`config.mk`:
```
export PLATFORM = sky130hd
export DESIGN_NAME = line_clear_scan
export DESIGN_NICKNAME = d
export VERILOG_FILES = /design/src/rtl/line_clear_scan.sv
export SDC_FILE = /design/constraint.sdc
export NUM_CORES = 1
export LEC_CHECK = 0
export ABC_AREA = 1
export ABC_CLOCK_PERIOD_IN_PS = 7300
export BUFFER_PORTS_ARGS = -buffer_cell sky130_fd_sc_hd__buf_2
export CORE_MARGIN = 3
export CORE_UTILIZATION = 54
export DETAILED_ROUTE_END_ITERATION = 10
export PLACE_DENSITY = 0.76
export SKIP_CTS_REPAIR_TIMING = 1
export SLEW_MARGIN = 15
export SYNTH_ARGS = -nofsm -noshare
export SYNTH_HDL_FRONTEND = slang
export SYNTH_SLANG_ARGS = --single-unit
```
`constraint.sdc`:
```
create_clock -name clk -period 7.3 [get_ports clk]
set_input_delay 0.365 -clock clk [delete_from_list [all_inputs] [get_ports clk]]
set_output_delay 0.365 -clock clk [all_outputs]
set_load 0.02 [all_outputs]
```
`src/rtl/line_clear_scan.sv`:
```
// line_clear_scan: removes full rows from the board RAM, scanning bottom to top,
// dropping every row above a removed row by one and clearing the top row.
`default_nettype none

module line_clear_scan #(
  parameter int BOARD_W = 10,
  parameter int BOARD_H = 20,
  parameter int ADDR_W  = 8,
  parameter int DATA_W  = 6
) (
  input  logic              clk,
  input  logic              reset,
  input  logic              enable,
  input  logic [DATA_W-1:0] ram_Q,
  output logic [ADDR_W-1:0] ram_addr,
  output logic [DATA_W-1:0] ram_data,
  output logic              ram_wren,
  output logic              complete,
  output logic [2:0]        lines_cleared
);

  localparam int ROW_W = (BOARD_H > 1) ? $clog2(BOARD_H) : 1;
  localparam int COL_W = (BOARD_W > 1) ? $clog2(BOARD_W) : 1;
  localparam int AW1   = ADDR_W + 1;
  localparam logic [ROW_W-1:0] LAST_ROW = ROW_W'(BOARD_H - 1);
  localparam logic [COL_W-1:0] LAST_COL = COL_W'(BOARD_W - 1);

  typedef enum logic [2:0] {
    IDLE      = 3'd0,
    SCAN_RD   = 3'd1,
    SCAN_CHK  = 3'd2,
    SHIFT_RD  = 3'd3,
    SHIFT_WR  = 3'd4,
    CLEAR_TOP = 3'd5,
    DONE      = 3'd6,
    HOLD      = 3'd7
  } state_t;

  state_t           state;
  logic [ROW_W-1:0] row;
  logic [ROW_W-1:0] dst;
  logic [COL_W-1:0] col;

  // Address math is done one bit wider than the RAM port, then truncated.
  function automatic logic [ADDR_W-1:0] cell_addr(input logic [ROW_W-1:0] r,
                                                  input logic [COL_W-1:0] c);
    return ADDR_W'(AW1'(r) * AW1'(BOARD_W) + AW1'(c));
  endfunction

  always_ff @(posedge clk or posedge reset) begin
    if (reset) begin
      state         <= IDLE;
      row           <= '0;
      dst           <= '0;
      col           <= '0;
      lines_cleared <= '0;
    end else if (!enable && state != IDLE) begin
      // Controller abandoned the run: the board is left as it stands.
      state <= IDLE;
    end else begin
      case (state)
        IDLE: begin
          if (enable) begin
            row           <= LAST_ROW;
            col           <= '0;
            lines_cleared <= '0;
            state         <= SCAN_RD;
          end
        end
        SCAN_RD: state <= SCAN_CHK;
        SCAN_CHK: begin
          if (ram_Q == '0) begin
            if (row == '0) begin
              state <= DONE;
            end else begin
              row   <= row - ROW_W'(1);
              col   <= '0;
              state <= SCAN_RD;
            end
          end else if (col == LAST_COL) begin
            dst   <= row;
            col   <= '0;
            state <= (row == '0) ? CLEAR_TOP : SHIFT_RD;
          end else begin
            col   <= col + COL_W'(1);
            state <= SCAN_RD;
          end
        end
        SHIFT_RD: state <= SHIFT_WR;
        SHIFT_WR: begin
          if (col != LAST_COL) begin
            col   <= col + COL_W'(1);
            state <= SHIFT_RD;
          end else if (dst > ROW_W'(1)) begin
            dst   <= dst - ROW_W'(1);
            col   <= '0;
            state <= SHIFT_RD;
          end else begin
            col   <= '0;
            state <= CLEAR_TOP;
          end
        end
        CLEAR_TOP: begin
          if (col == LAST_COL) begin
            col <= '0;
            if (lines_cleared != 3'd7) lines_cleared <= lines_cleared + 3'd1;
            // Row index kept: the row above has just dropped into it.
            state <= SCAN_RD;
          end else begin
            col <= col + COL_W'(1);
          end
        end
        DONE: state <= HOLD;
        HOLD: state <= HOLD;
        default: state <= IDLE;
      endcase
    end
  end

  // RAM controls decode from state and counters only; ram_Q reaches ram_data alone.
  always_comb begin
    ram_addr = '0;
    ram_data = '0;
    ram_wren = 1'b0;
    complete = 1'b0;
    case (state)
      SCAN_RD:  ram_addr = cell_addr(row, col);
      SHIFT_RD: ram_addr = cell_addr(dst - ROW_W'(1), col);
      SHIFT_WR: begin
        ram_addr = cell_addr(dst, col);
        ram_data = ram_Q;
        ram_wren = 1'b1;
      end
      CLEAR_TOP: begin
        ram_addr = ADDR_W'(col);
        ram_wren = 1'b1;
      end
      DONE:    complete = 1'b1;
      default: ;
    endcase
  end

endmodule

`default_nettype wire

```
==> metrics.md <==
| Metric | Value |
|---|---|
| Outcome | `completed` |
| # diodes | `0` |
| Die width | `69.1 um` |
| Lkg Pwr | `0.00132 uW` |
| Tcrit/Tclk final | `51.8%` |
| CTS tree | `built` |
| Number of synthesized flops with an enable pin | `0` |
| Netlist cell types | `34` |
| Syn-to-layout area delta | `10.6%` |
| Routed len/inst | `13.9 um` |
| Mapped Cells | `308` |
| Vias after detailed routing | `2110` |
| Max-cap violations | `0` |
| Mean Syn Cell Area | `6.99 sq um` |
| CTS sink cnt | `20` |
| Worst-Margin Slew | `803 ps` |
| Fin. Hold Viols | `0` |
| Clock Skews | `2.74 ps` |
| Worst-path fanout max | `23` |
| Initial DRT Pass Iterations | `5` |
| CP most frequent cell | `nand2_1` |
| Setup crit end kind | `output port` |
| Remaining global-route overflow | `0` |
| Core Area | `0.00374 sq mm` |
| Via density | `5.51` |
| Final ANT Viol Nets | `0` |
| Rows | `22` |
| FF-to-FF setup slack | `5270 ps` |
| First-pass GRT wire length | `9310 um` |
| Skew-Pair Late Insertion Delay | `270 ps` |
| Crit start category | `flop` |
| Async set-reset flop share out of synthesis | `100%` |
| DRC violations left | `0` |
| Peak supply drop | `0.000168 V` |
| CP peak stage delay | `530 ps` |
| Reg2Reg Capture Point | `dst[3]` |
| Clock buffer count from CTS | `3` |
| Slew margin rel. | `46.4%` |
| Grt peak-use layer | `met2` |
| Clock Tree Root | `clkbuf_8` |
| Placer congestion estimate | `0.966` |
| Gr usage total | `23.3%` |
| Final wirelength | `5330 um` |
| Met3 Use GR | `3.06%` |
| Final critical-path required period | `3780 ps` |
| Pwr dens | `247 mW/mm^2` |
| DRT iter0 DRCs | `140` |
| Worst Path Required | `6930 ps` |
| Mapped Area | `0.00215 sq mm` |
| Hold WS | `229 ps` |
| Slowest CP cell | `dfrtp_1` |
| Clock transition at the registers of the reported paths | `80 ps` |
| Initial antenna violation count | `0` |
| Critical path, cell by cell | `nor2_2 > nand2_2 > inv_2 > nor2_4 > inv_1 > o221ai_1 > ha_1 > inv_1 > fa_1 > or2_2 > nand2_1 > nand3_1 > nor2_1 > nand2_1 > nand2_1 > nor2_1 > buf_2` |
| Setup TNS Final | `0 ps` |
| Synth warnings | `0` |
| F_max | `0.265 GHz` |
| Buffers on Ports | `27` |
| Final setup fails | `0` |
| Most common flop cell mapped by yosys | `dfrtp_1` |
| Post-detail-place hpwl | `4210 um` |
| Pins over their slew limit | `0` |
| Initial core utilization | `57.5%` |
| Vias in the first global route | `2034` |
| Die height | `69.1 um` |
| Reg2reg path depth | `7` |
| Yosys reg bits | `20` |
| Share of layout cells above drive strength 1 | `13.4%` |
| Die ar. | `0.00478 sq mm` |
| Met2 Track Usage GR | `38.5%` |
| Top Ports | `28` |
| Worst R2R Start | `state[1]` |
| Register area share after synthesis | `23.2%` |
| Clock Path Buffers | `2` |
| Largest net degree at the start of global routing | `24` |
| FILL cells | `363` |
| H-tree Lvls | `1` |
| Setup CP Type | `reg -> out` |
| GR Layer Usage met1 | `32.0%` |
| CP arrival | `3410 ps` |
| Unrepaired setup endpoints after global routing | `false` |
| Synthesized net count | `349` |
| Nets | `377` |
| Worst hold path type | `in -> async` |
[logic make-up after synthesis]
| group | count (synthesis) | share of synthesized area, % |
|---|---|---|
| adders and majority gates | 32 | 20.0 |
| and+or+nand+nor | 147 | 30.4 |
| AOI/OAI and AO/OA | 49 | 13.7 |
| xor gates and xnor gates | 8 | 3.25 |
| buffers and inverters | 52 | 9.35 |
| DFF | 20 | 23.2 |
[where the power goes]
| part | total, uW | internal (uW) | leakage [uW] | switching, uW |
|---|---|---|---|---|
| clock network | 91.0 | 48.2 | 0.0000288 | 42.8 |
| registers | 150 | 124 | 0.000237 | 25.7 |
| logic | 347 | 109 | 0.00105 | 238 |
| total | 588 | 281 | 0.00132 | 307 |
[Yosys cell counts, types with 2 or more instances]
cell	instances	area share [%]
dfrtp_1	20	23
xor2_1	8	3.3
nor2_2	3	0.87
o22ai_1	2	0.58
o21ai_0	23	5.3
nand2_2	2	0.58
nor2_1	32	5.6
ha_1	28	16
o211ai_1	8	2.8
nand4_1	5	1.5
fa_1	4	3.7
inv_1	44	7.7
nand2_1	61	11
nand3_1	33	7.7
nor3_1	5	1.2
o21ai_1	4	0.93
inv_2	4	0.70
a21oi_1	5	1.2
buf_2	2	0.46
[critical path, delay by kind of cell, from the launching register on]
family | cells | cell delay, ps
simple gates | 10 | 1360
fa+ha+maj | 2 | 560
flops | 1 | 530
buf+inv | 4 | 490
compound gates | 1 | 180
[cells in the final DEF (no fill, tap or decap), types with 5 or more instances in the layout]
cell	count
buf_2	27
o211ai_1	8
inv_1	44
nor3_1	5
nand3_1	33
ha_1	28
o21ai_0	23
nor2_1	32
nand4_1	5
dfrtp_1	20
a21oi_1	5
xor2_1	8
nand2_1	61
[stage by stage]
step | worst slack, ps | cells | area, sq um | total power (uW) | util [%]
2_1_floorplan | 4260 | 308 | 2150 | 404 | -
3_3_place_gp | 4020 | 379 | 2330 | 489 | 62.2
3_5_place_dp | 3870 | 379 | 2330 | 494 | 62.2
4_1_cts | 3570 | 383 | 2380 | 585 | 63.6
5_1_grt | 3250 | 383 | 2380 | 637 | 63.6
6_report | 3520 | 383 | 2380 | 588 | 63.6
[registers in the layout, indices dropped and copies added (netlist names)]
signal / count
col: 4
lines_cleared: 3
dst: 5
state: 3
row: 5
[metal layers]
metal | wire, um | share of wire (%)
met3 | 240 | 4.5
met4 | 91 | 1.7
met5 | 0 | 0
met2 | 2580 | 48
met1 | 2420 | 45
[layout make-up]
| cell class | instances | area (sq um) | share of cell area, % |
|---|---|---|---|
| Inverter | 48 | 180 | 7.56 |
| Sequential cell | 20 | 500 | 21.0 |
| Multi-Input combinational cell | 236 | 1450 | 60.9 |
| Timing Repair Buffer | 27 | 135 | 5.67 |
| Tap cell | 48 | 60.1 | 2.52 |
| Clock buffer | 4 | 55.1 | 2.31 |
[how the worst max path moves through the flow]
stage                     startpoint           to  slack [ps]  cells past startpoint
after global placement      state[1]  ram_addr[7]        4020                     17
after CTS                   state[1]  ram_addr[7]        3570                     17
after global routing        state[1]  ram_addr[7]        3250                     17
final                       state[1]  ram_addr[7]        3520                     17
after detailed placement    state[1]  ram_addr[7]        3870                     17
after floorplan             state[1]  ram_addr[5]        4260                     14
(Power assumes the default switching activity.)
